==> config.mk <==
export PLATFORM = sky130hd
export DESIGN_NAME = keypad_scanner
export DESIGN_NICKNAME = d
export VERILOG_FILES = /design/src/rtl/keypad_scanner.sv
export SDC_FILE = /design/constraint.sdc
export NUM_CORES = 1
export LEC_CHECK = 0
export ABC_CLOCK_PERIOD_IN_PS = 3050
export CORE_AREA = 2 2 112 114
export CTS_BUF_LIST = sky130_fd_sc_hd__clkbuf_16
export CTS_CLUSTER_DIAMETER = 200
export DETAILED_ROUTE_END_ITERATION = 8
export DIE_AREA = 0 0 114 116
export GPL_TIMING_DRIVEN = 0
export PLACE_DENSITY = 0.84
export SLEW_MARGIN = 40
export SYNTH_ARGS = -nofsm -noshare
export SYNTH_HDL_FRONTEND = slang
export SYNTH_SLANG_ARGS = --single-unit
==> constraint.sdc <==
create_clock -name clk -period 3.05 [get_ports clk]
set_input_delay 0.61 -clock clk [delete_from_list [all_inputs] [get_ports clk]]
set_output_delay 0.61 -clock clk [all_outputs]
set_load 0.03 [all_outputs]
==> src/rtl/keypad_scanner.sv <==
// keypad_scanner: 4x4 matrix keypad scanner with frame debounce and a 4-entry key-press FIFO
// Ports:
//   clk        system clock
//   reset      synchronous, active-low
//   col_o      column drive, active-low, one column at a time, 4'b1111 when idle
//   row_i      row sense, active-low, asynchronous
//   key_down   debounced key map, bit col*4+row set while held
//   key_code   FIFO head code (col*4+row), 0 when empty
//   key_valid  FIFO non-empty
//   key_rd     pop request, ignored when empty
//   fifo_cnt   entries held, 0..4
//   overflow   sticky flag for a press dropped on a full FIFO
//   clr_ovf    clears overflow; a simultaneous drop keeps it set
module keypad_scanner #(
  parameter logic [15:0] SCAN_DIV        = 16'd1000,
  parameter logic [7:0]  DEBOUNCE_FRAMES = 8'd4
) (
  input  logic        clk,
  input  logic        reset,
  output logic [3:0]  col_o,
  input  logic [3:0]  row_i,
  output logic [15:0] key_down,
  output logic [3:0]  key_code,
  output logic        key_valid,
  input  logic        key_rd,
  output logic [2:0]  fifo_cnt,
  output logic        overflow,
  input  logic        clr_ovf
);
  typedef enum logic [1:0] {SCAN, EVAL, EVENT} state_t;
  state_t st_q, st_d;
  logic [3:0] sync1_q, sync2_q, rs;
  logic [3:0] col_q, col_d;
  logic [1:0] c_q, c_d;
  logic [15:0] div_q, div_d;
  logic [15:0] frame_q, frame_d, prev_q, prev_d;
  logic [15:0] key_down_q, key_down_d, new_press_q, new_press_d;
  logic [7:0] dbc_q, dbc_d, dbc_inc;
  logic [3:0] idx_q, idx_d;
  logic [3:0][3:0] mem_q, mem_d;
  logic [1:0] wp_q, wp_d, rp_q, rp_d;
  logic [2:0] cnt_q, cnt_d;
  logic ovf_q, ovf_d;
  logic push, pop, accept;
  always_comb begin
    rs = ~sync2_q;
    st_d = st_q;
    c_d = c_q;
    div_d = div_q;
    frame_d = frame_q;
    prev_d = prev_q;
    dbc_d = dbc_q;
    key_down_d = key_down_q;
    new_press_d = new_press_q;
    idx_d = idx_q;
    dbc_inc = dbc_q + 8'd1;
    case (st_q)
      SCAN: begin
        div_d = div_q + 16'd1;
        if (div_q == SCAN_DIV - 16'd1) begin
          div_d = '0;
          frame_d[{c_q, 2'b00} +: 4] = rs;
          c_d = c_q + 2'd1;
          st_d = (c_q == 2'd3) ? EVAL : SCAN;
        end
      end
      EVAL: begin
        prev_d = frame_q;
        st_d = SCAN;
        c_d = '0;
        div_d = '0;
        if (frame_q != prev_q)
          dbc_d = '0;
        else if (dbc_q < DEBOUNCE_FRAMES) begin
          dbc_d = dbc_inc;
          if (dbc_inc == DEBOUNCE_FRAMES && frame_q != key_down_q) begin
            new_press_d = frame_q & ~key_down_q;
            key_down_d = frame_q;
            idx_d = '0;
            st_d = EVENT;
          end
        end
      end
      default: begin
        idx_d = idx_q + 4'd1;
        c_d = '0;
        div_d = '0;
        st_d = (idx_q == 4'd15) ? SCAN : EVENT;
      end
    endcase
    col_d = (st_d == SCAN) ? ~(4'b0001 << c_d) : 4'b1111;
  end
  always_comb begin
    pop = key_rd && (cnt_q != 3'd0);
    push = (st_q == EVENT) && new_press_q[idx_q];
    accept = push && ((cnt_q != 3'd4) || pop);
    mem_d = mem_q;
    if (accept) mem_d[wp_q] = idx_q;
    wp_d = wp_q + {1'b0, accept};
    rp_d = rp_q + {1'b0, pop};
    cnt_d = cnt_q + {2'b00, accept} - {2'b00, pop};
    ovf_d = (push && !accept) || (ovf_q && !clr_ovf);
  end
  // Reset parks the FSM on the last EVENT step (with nothing pending) so the
  // first active edge starts a full-length column 0.
  always_ff @(posedge clk) begin
    if (!reset) begin
      sync1_q <= 4'hf;
      sync2_q <= 4'hf;
      st_q <= EVENT;
      idx_q <= 4'd15;
      c_q <= '0;
      div_q <= '0;
      col_q <= 4'hf;
      frame_q <= '0;
      prev_q <= '0;
      dbc_q <= '0;
      key_down_q <= '0;
      new_press_q <= '0;
      mem_q <= '0;
      wp_q <= '0;
      rp_q <= '0;
      cnt_q <= '0;
      ovf_q <= 1'b0;
    end else begin
      sync1_q <= row_i;
      sync2_q <= sync1_q;
      st_q <= st_d;
      idx_q <= idx_d;
      c_q <= c_d;
      div_q <= div_d;
      col_q <= col_d;
      frame_q <= frame_d;
      prev_q <= prev_d;
      dbc_q <= dbc_d;
      key_down_q <= key_down_d;
      new_press_q <= new_press_d;
      mem_q <= mem_d;
      wp_q <= wp_d;
      rp_q <= rp_d;
      cnt_q <= cnt_d;
      ovf_q <= ovf_d;
    end
  end
  assign col_o = col_q;
  assign key_down = key_down_q;
  assign key_valid = cnt_q != 3'd0;
  assign key_code = key_valid ? mem_q[rp_q] : 4'd0;
  assign fifo_cnt = cnt_q;
  assign overflow = ovf_q;
endmodule

==> impl_metrics.toml <==
[flow_run]
maxCapViolCount = 0

[synthesis]
ys.flop_type = "dfxtp_1"
ys_ff_latch = 132
synth_top_family_by_area = "simple AND/OR/NAND/NOR gates"
synth_fp_nets = 763
synthMuxAreaShare = 0.0314
netlist_area_mm2 = 0.00633
seq_area_frac_synth = 0.417
synth.distinct_cells = 55
async_flop_share = 0
syn_avg_cell_area_um2 = 8.75
synth-edff-count = 0
ys_warn_count = 0
synth-compound-area-share = 0.162
syn_inst = 724
synth_fa_ha_area_frac = 0.0624
synthXorXnorAreaFrac = 0.0539
synth_simple_gate_area_frac = 0.220

[timing]
slew_violations = 0
hold_viol_final = 0
finClkSkew_ns = 0.00549
worstMarginPinSlew_ns = 0.756
relSlewSlack = 0.492
holdWs_ns = 0.403
fin_crit_sh = 0.962
setup_ws_ns = 0.116
setup_violations = 0
fin_crit_ns = 2.93
fmaxAchievable_mhz = 341

[routing]
wl_per_cell_um = 15.7
wl_met2_mm = 6.96
wl_mm = 14.9
vias = 5523
wl_met3_mm = 1.01
highest-signal-layer = "met4"
dr.pass1.iters = 5
drt-met1-wl_mm = 6.54
drc = 0
first_iter_violations = 494
via_per_inst = 5.84
ant_nets = 0

[global_route]
grt_max_degree = 17
antenna_found_initial = 0
grt-ovfl-total = 0
grt_pass1_vias = 4936
track_usage = 0.231
grt_pass1_wl_mm = 23.9

[floorplan]
start_util = 0.532
coreArea_mm2 = 0.0119
die_area_mm2 = 0.0132
row_count = 40
die_h_um = 116
die_w_um = 114
num_io_pins = 37

[finish]
synthToLayoutAreaGrowth_pct = 18.4
fin_cells = 946
multi_input_area_mm2 = 0.00337
area.sequential_mm2 = 0.00264
drive_above_1_share = 0.0926
nNetsFinal = 826
num_antenna_cells = 0
fill_cells = 1019

[min_path]
worstHoldPathType = "flip-flop to flip-flop"

[clock_tree]
postCtsHoldBufs = 0
cts_tree = "built"
clock_sinks = 132
root_buffer = "clkbuf_16"
htreeDepth = 4
cts_buffers = 17
clockBufferDepth = 2
cts.clk_slew.worst_paths_ns = 0.05
clock_latency_ns = 0.42

[placement]
place_congestion = 0.874
dpl.hpwl_mm = 10.2
pre_cts_ws_ns = -0.718
portBuffers = 36
place_inst = 907

[setup_path]
cp-start-kind = "flip-flop"
cp_slowest_cell = "mux4_2"
crit_top_cell = "ha_1"
criticalPathCategory = "flip-flop to flip-flop"
path_cells = "buf_6 > mux2_1 > mux4_2 > a32oi_4 > buf_8 > ha_1 > inv_1 > ha_1 > fa_1 > xnor2_2 > xnor2_1 > nor2_1"
crit_path_max_fanout = 7
arrival_ns = 3.23
cp.required_ns = 3.35
max_stage_delay_ns = 0.54
end_kind = "flip-flop"

[power_and_ir_drop]
power_leakage_uw = 0.00269
power.density_mw_per_mm2 = 628
irDropWorstVdd_mv = 0.476

[run_status]
outcome = "completed"
## registers in the layout, summed over array words and instances, names as in the netlist
| signal | flops |
|---|---|
| st_q | 2 |
| rp_q | 2 |
| idx_q | 4 |
| dbc_q | 8 |
| frame_q | 16 |
| fifo_cnt | 3 |
| key_down | 16 |
| prev_q | 16 |
| new_press_q | 16 |
| sync2_q | 4 |
| wp_q | 2 |
| overflow | 1 |
| col_o | 4 |
| div_q | 16 |
| c_q | 2 |
| sync1_q | 4 |
| mem_q | 16 |
## cell type report
type                       count  share of cell area
buffer                        50              0.0300
clock buffer                  17              0.0567
clock inverter                14              0.0162
inverter                      30              0.0150
multi-input combinational    512               0.449
sequential                   132               0.352
tap                          147              0.0245
timing repair buffer          44              0.0561
## path summary, 6_finish.rpt
check                   from     endpoint  slack (ns)  cells past startpoint
setup / recovery    idx_q[2]  fifo_cnt[2]        0.12                     12
hold / removal    sync1_q[2]   sync2_q[2]        0.40                      1
setup reg to reg    idx_q[2]  fifo_cnt[2]        0.12                     12
hold reg to reg   sync1_q[2]   sync2_q[2]        0.40                      1
## critical path: cells and delay by family (launching register included)
| kind | cells | cell delay, ns |
|---|---|---|
| AO/OA/AOI/OAI | 1 | 0.26 |
| XOR/XNOR | 2 | 0.29 |
| adder cells (fa/ha/maj) | 3 | 0.69 |
| buffers and inverters | 3 | 0.32 |
| flip-flops | 1 | 0.32 |
| multiplexers | 2 | 0.88 |
| AND/OR/NAND/NOR | 1 | 0.05 |
## layout by cell type (no fill, tap or decap), drive strengths merged, types with 3 or more instances in the layout
| cell | count |
|---|---|
| dfxtp | 132 |
| a21oi | 88 |
| nand2 | 72 |
| nand4 | 53 |
| clkbuf | 53 |
| nor2 | 38 |
| clkdlybuf4s50 | 36 |
| o31ai | 32 |
| ha | 30 |
| inv | 30 |
| xor2 | 26 |
| o21ai | 22 |
| buf | 22 |
| or3 | 19 |
| nand3 | 19 |
| xnor2 | 13 |
| nor2b | 12 |
| nand2b | 12 |
| clkinv | 9 |
| nor4 | 8 |
| and2 | 7 |
| nor3 | 6 |
| nand3b | 5 |
| mux4 | 5 |
| mux2 | 5 |
| and3 | 4 |
| nor3b | 4 |
| a31o | 4 |
| and4 | 3 |
| mux2i | 3 |
| clkinvlp | 3 |
## report_power, final
| group | internal, µW | switching [µW] |
|---|---|---|
| sequential | 1810 | 82.5 |
| combinational | 390 | 529 |
| clock | 1170 | 723 |
| total | 3380 | 1330 |
## kinds of logic (layout without fill, tap and decap cells)
group                      Yosys count  in the layout
muxes                               13             13
AOI/OAI and AO/OA                  162            162
buffers and inverters               80            155
xor gates and xnor gates            39             39
DFF                                132            132
adders and majority gates           31             31
and+or+nand+nor                    267            267
## repair_timing
item / 4_1_cts / 5_1_grt
resized for setup: 1 / 3
setup buffers: 1 / 7
pin swaps: 1 / 1
endpoints found under the setup margin: 2 / 1
## synth_stat cells (4+ instances only)
cell type | instances | area share
nor3_1 | 6 | 0.0047
o21ai_1 | 5 | 0.0040
xnor2_1 | 13 | 0.018
nor4_1 | 8 | 0.0079
o21ai_0 | 13 | 0.010
or3_1 | 19 | 0.019
clkbuf_1 | 36 | 0.021
dfxtp_1 | 132 | 0.42
nand2b_1 | 12 | 0.012
inv_1 | 27 | 0.016
mux4_2 | 5 | 0.018
buf_2 | 8 | 0.0063
nand3b_1 | 5 | 0.0059
ha_1 | 30 | 0.059
nand4_1 | 53 | 0.052
xor2_1 | 26 | 0.036
a21oi_2 | 4 | 0.0055
a21oi_1 | 84 | 0.066
and3_1 | 4 | 0.0040
o31ai_1 | 32 | 0.038
nand2_1 | 72 | 0.043
nor2_1 | 38 | 0.023
nor2b_1 | 12 | 0.012
a31o_2 | 4 | 0.0055
and2_1 | 7 | 0.0069
o21ai_2 | 4 | 0.0055
nand3_1 | 19 | 0.015
nor3b_1 | 4 | 0.0047
## metrics by stage
stage	TNS, ns	instance area (µm²)	total power, µW	utilization
finish	0	7500	4710	0.630
CTS	0	7440	4700	0.624
global placement	-1.76	6880	2780	0.577
global route	-0.00229	7500	4930	0.630
detailed placement	-1.63	6880	2800	0.577
floorplan	0	6330	2570	-
## metal layers
| metal | vias up | track usage |
|---|---|---|
| met4 | 0 | 0.100 |
| met2 | 200 | 0.365 |
| met5 | - | 0 |
| met1 | 2566 | 0.298 |
| li1 | 2719 | - |
| met3 | 38 | 0.0659 |
Note: power is estimated with default switching activity, not from simulation.
